### config.mk
export PLATFORM = sky130hd
export DESIGN_NAME = wb_interconnect_nslv
export DESIGN_NICKNAME = d
export VERILOG_FILES = /design/src/rtl/wb_interconnect_nslv.sv
export SDC_FILE = /design/constraint.sdc
export NUM_CORES = 1
export LEC_CHECK = 0
export BUFFER_PORTS_ARGS = -buffer_cell sky130_fd_sc_hd__buf_4
export CAP_MARGIN = 20
export CORE_AREA = 2 2 127 129
export CTS_BUF_LIST = sky130_fd_sc_hd__clkbuf_8 sky130_fd_sc_hd__clkbuf_16
export DETAILED_ROUTE_END_ITERATION = 10
export DIE_AREA = 0 0 129 131
export SLEW_MARGIN = 10
export SYNTH_ARGS = -nofsm -noshare
export SYNTH_HDL_FRONTEND = slang
export SYNTH_SLANG_ARGS = --single-unit
### constraint.sdc
create_clock -name clk_i -period 2.8 [get_ports clk_i]
set_input_delay 0.14 -clock clk_i [delete_from_list [all_inputs] [get_ports clk_i]]
set_output_delay 0.14 -clock clk_i [all_outputs]
set_load 0.02 [all_outputs]
### src/rtl/wb_interconnect_nslv.sv
// Single-master Wishbone interconnect fanning out to NUM_SLAVES ports by top address bits.
// Unmapped slots and unresponsive slaves terminate with a one-cycle error and are counted.
module wb_interconnect_nslv #(
  parameter int unsigned ADDR_WIDTH     = 32,
  parameter int unsigned DATA_WIDTH     = 32,
  parameter int unsigned NUM_SLAVES     = 4,
  parameter int unsigned TIMEOUT_CYCLES = 255
) (
  input  logic                             clk_i,
  input  logic                             rst_i,
  input  logic [ADDR_WIDTH-1:0]            M_ADR_O,
  input  logic [DATA_WIDTH-1:0]            M_DAT_O,
  input  logic                             M_WE_O,
  input  logic [DATA_WIDTH/8-1:0]          M_SEL_O,
  input  logic                             M_STB_O,
  input  logic                             M_CYC_O,
  output logic [DATA_WIDTH-1:0]            M_DAT_I,
  output logic                             M_ACK_I,
  output logic                             M_ERR_I,
  output logic [ADDR_WIDTH-1:0]            S_ADR_I,
  output logic [DATA_WIDTH-1:0]            S_DAT_I,
  output logic                             S_WE_I,
  output logic [DATA_WIDTH/8-1:0]          S_SEL_I,
  output logic [NUM_SLAVES-1:0]            S_STB_I,
  output logic [NUM_SLAVES-1:0]            S_CYC_I,
  input  logic [NUM_SLAVES*DATA_WIDTH-1:0] S_DAT_O,
  input  logic [NUM_SLAVES-1:0]            S_ACK_O,
  output logic [7:0]                       err_count_o
);

  localparam int unsigned IDX_W = (NUM_SLAVES > 1) ? $clog2(NUM_SLAVES) : 1;
  localparam int unsigned CNT_W = 16;

  typedef enum logic [1:0] {IDLE, ACTIVE, ERROR} state_t;

  state_t           state_q;
  logic [IDX_W-1:0] sel_q;
  logic [IDX_W-1:0] req_idx;
  logic [CNT_W-1:0] tmo_q;
  logic [CNT_W-1:0] tmo_inc;
  logic [7:0]       err_inc;
  logic             req;
  logic             idx_ok;
  logic             active;
  logic             slv_ack;

  assign req_idx = M_ADR_O[ADDR_WIDTH-1 -: IDX_W];
  assign req     = M_CYC_O & M_STB_O;
  assign idx_ok  = 32'(req_idx) < NUM_SLAVES;
  assign active  = (state_q == ACTIVE);
  assign tmo_inc = tmo_q + CNT_W'(1);
  assign err_inc = (err_count_o == 8'hFF) ? err_count_o : err_count_o + 8'd1;

  // Shared request lines go to every slave unconditionally
  assign S_ADR_I = M_ADR_O;
  assign S_DAT_I = M_DAT_O;
  assign S_WE_I  = M_WE_O;
  assign S_SEL_I = M_SEL_O;

  // Only the latched slave sees strobe/cycle, and only its ack/data come back
  always_comb begin
    S_STB_I = '0;
    S_CYC_I = '0;
    M_DAT_I = '0;
    slv_ack = 1'b0;
    for (int i = 0; i < int'(NUM_SLAVES); i++) begin
      if (active && (sel_q == IDX_W'(i))) begin
        S_STB_I[i] = M_STB_O;
        S_CYC_I[i] = M_CYC_O;
        M_DAT_I    = S_DAT_O[i*DATA_WIDTH +: DATA_WIDTH];
        slv_ack    = S_ACK_O[i];
      end
    end
  end

  // Ack requires a live cycle so an aborting master never sees a termination
  assign M_ACK_I = active & M_CYC_O & M_STB_O & slv_ack;
  assign M_ERR_I = (state_q == ERROR);

  always_ff @(posedge clk_i or posedge rst_i) begin
    if (rst_i) begin
      state_q     <= IDLE;
      sel_q       <= '0;
      tmo_q       <= '0;
      err_count_o <= '0;
    end else begin
      case (state_q)
        IDLE: begin
          if (req) begin
            sel_q <= req_idx;
            tmo_q <= '0;
            if (idx_ok) begin
              state_q <= ACTIVE;
            end else begin
              state_q     <= ERROR;
              err_count_o <= err_inc;
            end
          end
        end
        ACTIVE: begin
          if (!M_CYC_O) begin
            state_q <= IDLE;
            tmo_q   <= '0;
          end else if (M_ACK_I) begin
            state_q <= IDLE;
          end else begin
            tmo_q <= tmo_inc;
            if (tmo_inc == CNT_W'(TIMEOUT_CYCLES)) begin
              state_q     <= ERROR;
              err_count_o <= err_inc;
            end
          end
        end
        ERROR: begin
          state_q <= IDLE;
          tmo_q   <= '0;
        end
        default: state_q <= IDLE;
      endcase
    end
  end

endmodule

==> metrics.yaml, run 1 <==
syn-cell-area_mm2: 0.00330
postCtsSetupRepairBufs: 0
crit_fanout: 8
drive_above_1_share_pct: 56.3
die_x_um: 129
status: "complete, no violations"
preCtsSetupSlack_ns: 0.291
rsz0062_at_grt: "false"
cp_data_arrival_time_ns: 2.66
met1_length_um: 5900
gp_congestion: 0.923
ys_ff_latch: 28
period_share_pct: 89.4
core_mm2: 0.0156
fp.dieArea_mm2: 0.0169
dp.cells: 660
final_cells: 667
async_flop_share_pct: 100
overflow: 0
io_buffers: 189
fin_crit_ns: 2.50
worstPathRequired_ns: 2.95
synth_edf_count: 0
finalNetCount: 658
fin_tns_setup_ns: 0
ir_drop_mv: 0.207
syn_to_final_growth_pct: 37.4
grt_pass1_vias: 3239
holdPathStages: 2
rr_endpoint: "err_count_o[1]"
syn_nets: 546
slew_headroom_pct: 56.1
routed-via-count: 3142
htreeDepth: 1
postCtsResizedCells: 0
synthDominantCellAreaShare_pct: 22.5
hold_end: "sel_q[0]"
yosys.area.top_type: "mux4_2"
start_util_pct: 21.2
p_leak_nw: 2.03
setup_ws_ns: 0.296
clk_latency_ns: 0.27
setup_viol: 0
clk_pin_slew_worst_paths_ns: 0.07
root_buffer: "clkbuf_16"
die_h_um: 131
worstPathCellList: "ha_1, nand4_2, nor4_4, mux2_2, a22oi_4, nand3_4, mux2_4"
fin_skew_ns: 0.00688
end_kind: "flop"
synthCells: 338
crit_buf_inv: 0
drt_iter0_drc: 153
cts_buffer_depth: 2
wire_per_inst_um: 21.9
drt-total-wl_um: 14600
critPathSlowestCell: "dfrtp_1"
grt_pass1_wl_um: 20500
cpPeakStageDelay_ns: 0.46
power.total_mw: 1.67
routed.top_layer: "met4"
clock.fmax_mhz: 399
ys_top_cells_by_count: "71 x buf_4, 34 x nor2b_1, 33 x mux4_2, 28 x dfrtp_1, 23 x o21ai_0"
final_util_pct: 29.1
track_usage_pct: 16.7
io-pin-count: 324
ys_seq_area_share_pct: 21.2
seqCellArea_um2: 703
criticalPathCategory: "reg2reg"
start_kind: "flop"
grt_max_degree: 39
dpl.hpwl_um: 12600
hp-class: "in2reg"
synth_top_flop_cell: "dfrtp_1"
rr_worst_depth: 7
grt_antenna_before_repair: 4
drtAntennaViolNets: 0
dpl-instance-area_mm2: 0.00444
worstHoldStart: "M_ADR_O[30]"
drv_cap: 0
synth.avg_cell_area_um2: 9.76
cts_buffers: 3
r2r-start: "tmo_q[0]"
yosys_warnings: 0
drc: 0
yosysMostFrequentCell: "buf_4"
p_per_area_mw_per_mm2: 368
fillers: 1655
crit_family: "simple AND/OR/NAND/NOR gates"
whs_ns: 0.121
yosysUniqueCellTypes: 46
finalHoldViolations: 0
num_rows: 46
wl_met3_um: 1680
dr.pass1.iters: 4
tightestPinTransition_ns: 0.659
postCtsHoldBufs: 1
fin_area_mm2: 0.00453
detail_route.vias_per_cell: 4.71
numClockSinks: 28
r2r_setup_slack_ns: 0.30
synth_area_leaders: "mux4_2 23%, dfrtp_1 21%, buf_4 16%"
maxSlewViolCount: 0
multi_input_area_mm2: 0.00198
wl_met2_um: 6560
cts_tree: "yes"
-- cell families after synthesis --
group	after synthesis	share of synthesized area [%]
muxes	37	24.0
buffers and inverters	92	18.8
adders and majority gates	3	1.14
DFF	28	21.2
AOI/OAI and AO/OA	46	8.99
and+or+nand+nor	123	23.4
xor gates and xnor gates	9	2.39
-- placed cells by master, fill, tap and decap left out, drive strengths merged, types with 2 or more instances in the layout --
cell type,count
mux4,33
diode,2
nor3,7
ha,3
o31ai,5
and2,2
nand2b,4
o41ai,3
inv,3
nor4,4
clkbuf,3
nand2,15
a31oi,2
nand4,11
xnor2,9
a21oi,5
nor2,20
o21ai,24
dfrtp,28
nand3b,2
mux2,4
nor2b,34
nand3,12
buf,196
and3,6
o21a,2
and4,2
-- where the power goes --
part           internal [mW]  switching [mW]  total [mW]
combinational          0.490           0.411       0.901
clock                  0.192           0.142       0.334
sequential             0.417          0.0149       0.432
total                   1.10           0.568        1.67
-- registers in the layout, indices dropped and copies added, names as in the netlist --
name,flops
state_q,2
tmo_q,16
err_count_o,8
sel_q,2
-- cell type report --
| class | instances | share of cell area, % |
|---|---|---|
| Antenna cell | 2 | 0.110 |
| Clock buffer | 3 | 1.66 |
| Clock inverter | 1 | 0.0828 |
| Inverter | 2 | 0.166 |
| Multi-Input combinational cell | 218 | 43.6 |
| Sequential cell | 28 | 15.5 |
| Tap cell | 216 | 5.96 |
| Timing Repair Buffer | 197 | 32.9 |
-- worst register-to-register path, stage by stage, from the launching register on --
cell	delay (ns)
dfrtp_1	0.46
ha_1	0.22
nand4_2	0.24
nor4_4	0.36
mux2_2	0.39
a22oi_4	0.30
nand3_4	0.12
mux2_4	0.30
-- worst max-delay path by stage --
stage	startpoint	to	slack, ns	cells after the start
floorplan	tmo_q[0]	err_count_o[1]	0.37	8
global placement	tmo_q[0]	err_count_o[1]	0.36	7
detailed placement	tmo_q[0]	err_count_o[1]	0.29	7
CTS	tmo_q[0]	err_count_o[1]	0.27	7
global route	tmo_q[0]	err_count_o[1]	0.17	7
finish	tmo_q[0]	err_count_o[1]	0.30	7
-- metal layers --
layer / vias up / track usage [%]
met4: 0 / 5.50
met2: 208 / 26.6
met5: - / 0
met1: 1517 / 21.2
met3: 26 / 5.82
li1: 1391 / -
Note: power is estimated with default switching activity, not from simulation.
==> run 2, diff against run 1 <==
--- a/config.mk
+++ b/config.mk
@@ -5,6 +5,7 @@
 export SDC_FILE = /design/constraint.sdc
 export NUM_CORES = 1
 export LEC_CHECK = 0
+export ABC_AREA = 1
 export BUFFER_PORTS_ARGS = -buffer_cell sky130_fd_sc_hd__buf_4
 export CAP_MARGIN = 20
 export CORE_AREA = 2 2 127 129
==> metrics.yaml, run 2 <==
status: "complete, no violations"
clock.fmax_mhz: 403  # +0.94%
drt-total-wl_um: 13400  # -8.2%
cp_data_arrival_time_ns: 2.34  # -0.32 ns
routed-via-count: 3846  # +22%
ir_drop_mv: 0.212  # +2.0%
wire_per_inst_um: 15.5  # -29%
criticalPathCategory: "reg2out"
yosysUniqueCellTypes: 33  # -28%
grt_antenna_before_repair: 0  # -4
syn_to_final_growth_pct: 37.9
mostFrequentLayoutCells: "194 x buf_4, 184 x nand2_1, 53 x nand3_1, 46 x nand4_1, 38 x nor2_1"
setup_viol: 0  # unchanged
grt_max_degree: 34  # -13%
fin_skew_ns: 0.00593  # -0.000948 ns
yosys_warnings: 0  # unchanged
fin_tns_setup_ns: 0  # unchanged
yosysMostFrequentCell: "nand2_1"
setup_ws_ns: 0.319  # +0.0233 ns
maxSlewViolCount: 0  # unchanged
ys_seq_area_share_pct: 21.1  # -0.14 points
cts_buffers: 3  # unchanged
regMostFlops: "tmo_q"
netSwitchingPower_mw: 0.541  # -4.8%
numClockSinks: 28  # unchanged
finalHoldViolations: 0  # unchanged
track_usage_pct: 14.5  # -2.1 points
p_per_area_mw_per_mm2: 316  # -14%
synthDominantCellAreaShare_pct: 21.1  # -1.4 points
drt_iter0_drc: 173  # +13%
diodes: 0  # -2
tightestPinTransition_ns: 0.819  # +0.160 ns
drtAntennaViolNets: 0  # unchanged
dp.cells: 862  # +31%
cpPeakStageDelay_ns: 0.43  # -0.03 ns
synth_edf_count: 0  # unchanged
mostFrequentLayoutCell: "buf_4"
crit_fanout: 30  # +22
clk_latency_ns: 0.27  # about the same
cts_tree: "yes"
io_buffers: 189  # unchanged
fp.dieArea_mm2: 0.0169  # unchanged
yosys.area.top_type: "dfrtp_1"
postCtsSetupRepairBufs: 0  # unchanged
grt_pass1_vias: 3500  # +8.1%
dr.pass1.iters: 4  # unchanged
syn-cell-area_mm2: 0.00332  # +0.68%
slew_headroom_pct: 45.3  # -11 points
core_mm2: 0.0156  # unchanged
p_seq_share_pct: 29.6  # +3.7 points
num_rows: 46  # unchanged
htreeDepth: 1  # unchanged
drv_cap: 0  # unchanged
end_kind: "output port"
rr_worst_depth: 10  # +3
syn_nets: 746  # +37%
period_share_pct: 88.6  # -0.83 points
p_int_mw: 0.908  # -17%
synth_area_leaders: "dfrtp_1 21%, nand2_1 21%, buf_4 16%"
clk_pin_slew_worst_paths_ns: 0.07  # about the same
worstPathCellList: "nor2_4, buf_4, nand2_1, inv_1, buf_4, nand2_1, nand4_1, buf_4"
p_leak_nw: 2.25  # +10%
top_regs: "tmo_q (16), err_count_o (8)"
final_util_pct: 29.4  # +0.30 points
die_x_um: 129  # unchanged
grt_pass1_wl_um: 19100  # -6.7%
async_flop_share_pct: 100  # unchanged
drive_above_1_share_pct: 34.3  # -22 points
power_frac_comb_pct: 47.7  # -6.3 points
cts_buffer_depth: 2  # unchanged
synth_top_flop_cell: "dfrtp_1"
p_clk_share_pct: 22.8  # +2.8 points
hp-class: "in2reg"
worstPathRequired_ns: 2.66  # -0.29 ns
finalNetCount: 860  # +31%
dpl.hpwl_um: 11100  # -12%
fin_crit_ns: 2.48  # -0.0233 ns
rsz0062_at_grt: "false"
io-pin-count: 324  # unchanged
final_cells: 866  # +30%
detail_route.vias_per_cell: 4.44  # -5.7%
ys_ff_latch: 28  # unchanged
fillers: 1758  # +6.2%
drc: 0  # unchanged
start_util_pct: 21.3  # +0.14 points
synth.avg_cell_area_um2: 6.17  # -37%
crit_top_cell: "buf_4"
ys_top_cells_by_count: "184 x nand2_1, 69 x buf_4, 53 x nand3_1, 46 x nand4_1, 39 x nor2_1"
root_buffer: "clkbuf_16"
die_h_um: 131  # unchanged
start_kind: "flop"
whs_ns: 0.134  # +0.0137 ns
largest_reg_flops: 16  # unchanged
holdPathStages: 3  # +1
gp_congestion: 0.888  # -3.8%
overflow: 0  # unchanged
critPathSlowestCell: "dfrtp_1"
synthCells: 538  # +59%
preCtsSetupSlack_ns: 0.608  # +0.317 ns
swShare_pct: 37.3  # +3.3 points
## run 2: cell count changes after synthesis, sizes merged, moves of 6 or more
cell   before  now
nor2       20   47
nand3      12   56
nand2      15  191
and3        6    0
nor2b      34    0
buf        79   73
inv         2   36
o21ai      24   17
mux4       33    0
nand4      11   47
## run 2: metrics by stage
| step | power (mW) | instance area (µm²) |
|---|---|---|
| CTS | 1.47 | 4580 |
| finish | 1.45 | 4580 |
| global placement | 1.12 | 4470 |
| global route | 1.53 | 4580 |
| floorplan | 0.905 | 3320 |
| detailed placement | 1.13 | 4490 |
## run 2: power by group through the flow
stage	Combinational, mW	Sequential, mW	Clock [mW]
6_report	0.690	0.429	0.330
2_1_floorplan	0.471	0.434	0
5_1_grt	0.744	0.431	0.353
3_5_place_dp	0.694	0.436	0
3_3_place_gp	0.688	0.436	0
4_1_cts	0.698	0.428	0.341
## run 2: cell families after synthesis
family,synth area share (%)
buf+inv,22.0
xor+xnor,2.34
compound gates,4.60
fa+ha+maj,1.13
flops,21.1
simple gates,48.8
## run 2: layout make-up
class                           instances  area [µm²]  share of cell area, %
Sequential cell                        28         701                   15.3
Clock buffer                            3        75.1                   1.64
Tap cell                              216         270                   5.90
Inverter                               38         143                   3.11
Timing Repair Buffer                  196        1490                   32.6
Multi-Input combinational cell        385        1900                   41.4
## run 2: per-layer routing
layer | vias up | track usage, % | share of wire [%]
li1 | 1920 | - | -
met1 | 1744 | 18.8 | 41
met2 | 147 | 23.3 | 47
met3 | 35 | 3.75 | 8.6
met4 | 0 | 5.56 | 3.2
met5 | - | 0 | 0
## run 2: worst max-delay path, delay by kind of cell, from the launching register on
family	cells	cell delay (ns)
buf+inv	4	0.96
flops	1	0.43
simple gates	4	0.67
## run 2: timing repair
item,CTS,global route
gates resized for setup,0,0
hold buffers,1,0
endpoints found under the hold margin,13,0
endpoints found under the setup margin,0,0
## run 2: worst paths after layout
| kind | start | to | slack [ns] |
|---|---|---|---|
| max reg2reg | tmo_q[1] | err_count_o[3] | 0.70 |
| min | M_ADR_O[30] | sel_q[0] | 0.13 |
| min in group asynchronous | rst_i | tmo_q[3] | 0.53 |
| max in group asynchronous | rst_i | tmo_q[10] | 1.76 |
| max | state_q[1] | M_DAT_I[18] | 0.32 |
| min reg2reg | err_count_o[1] | err_count_o[1] | 0.54 |
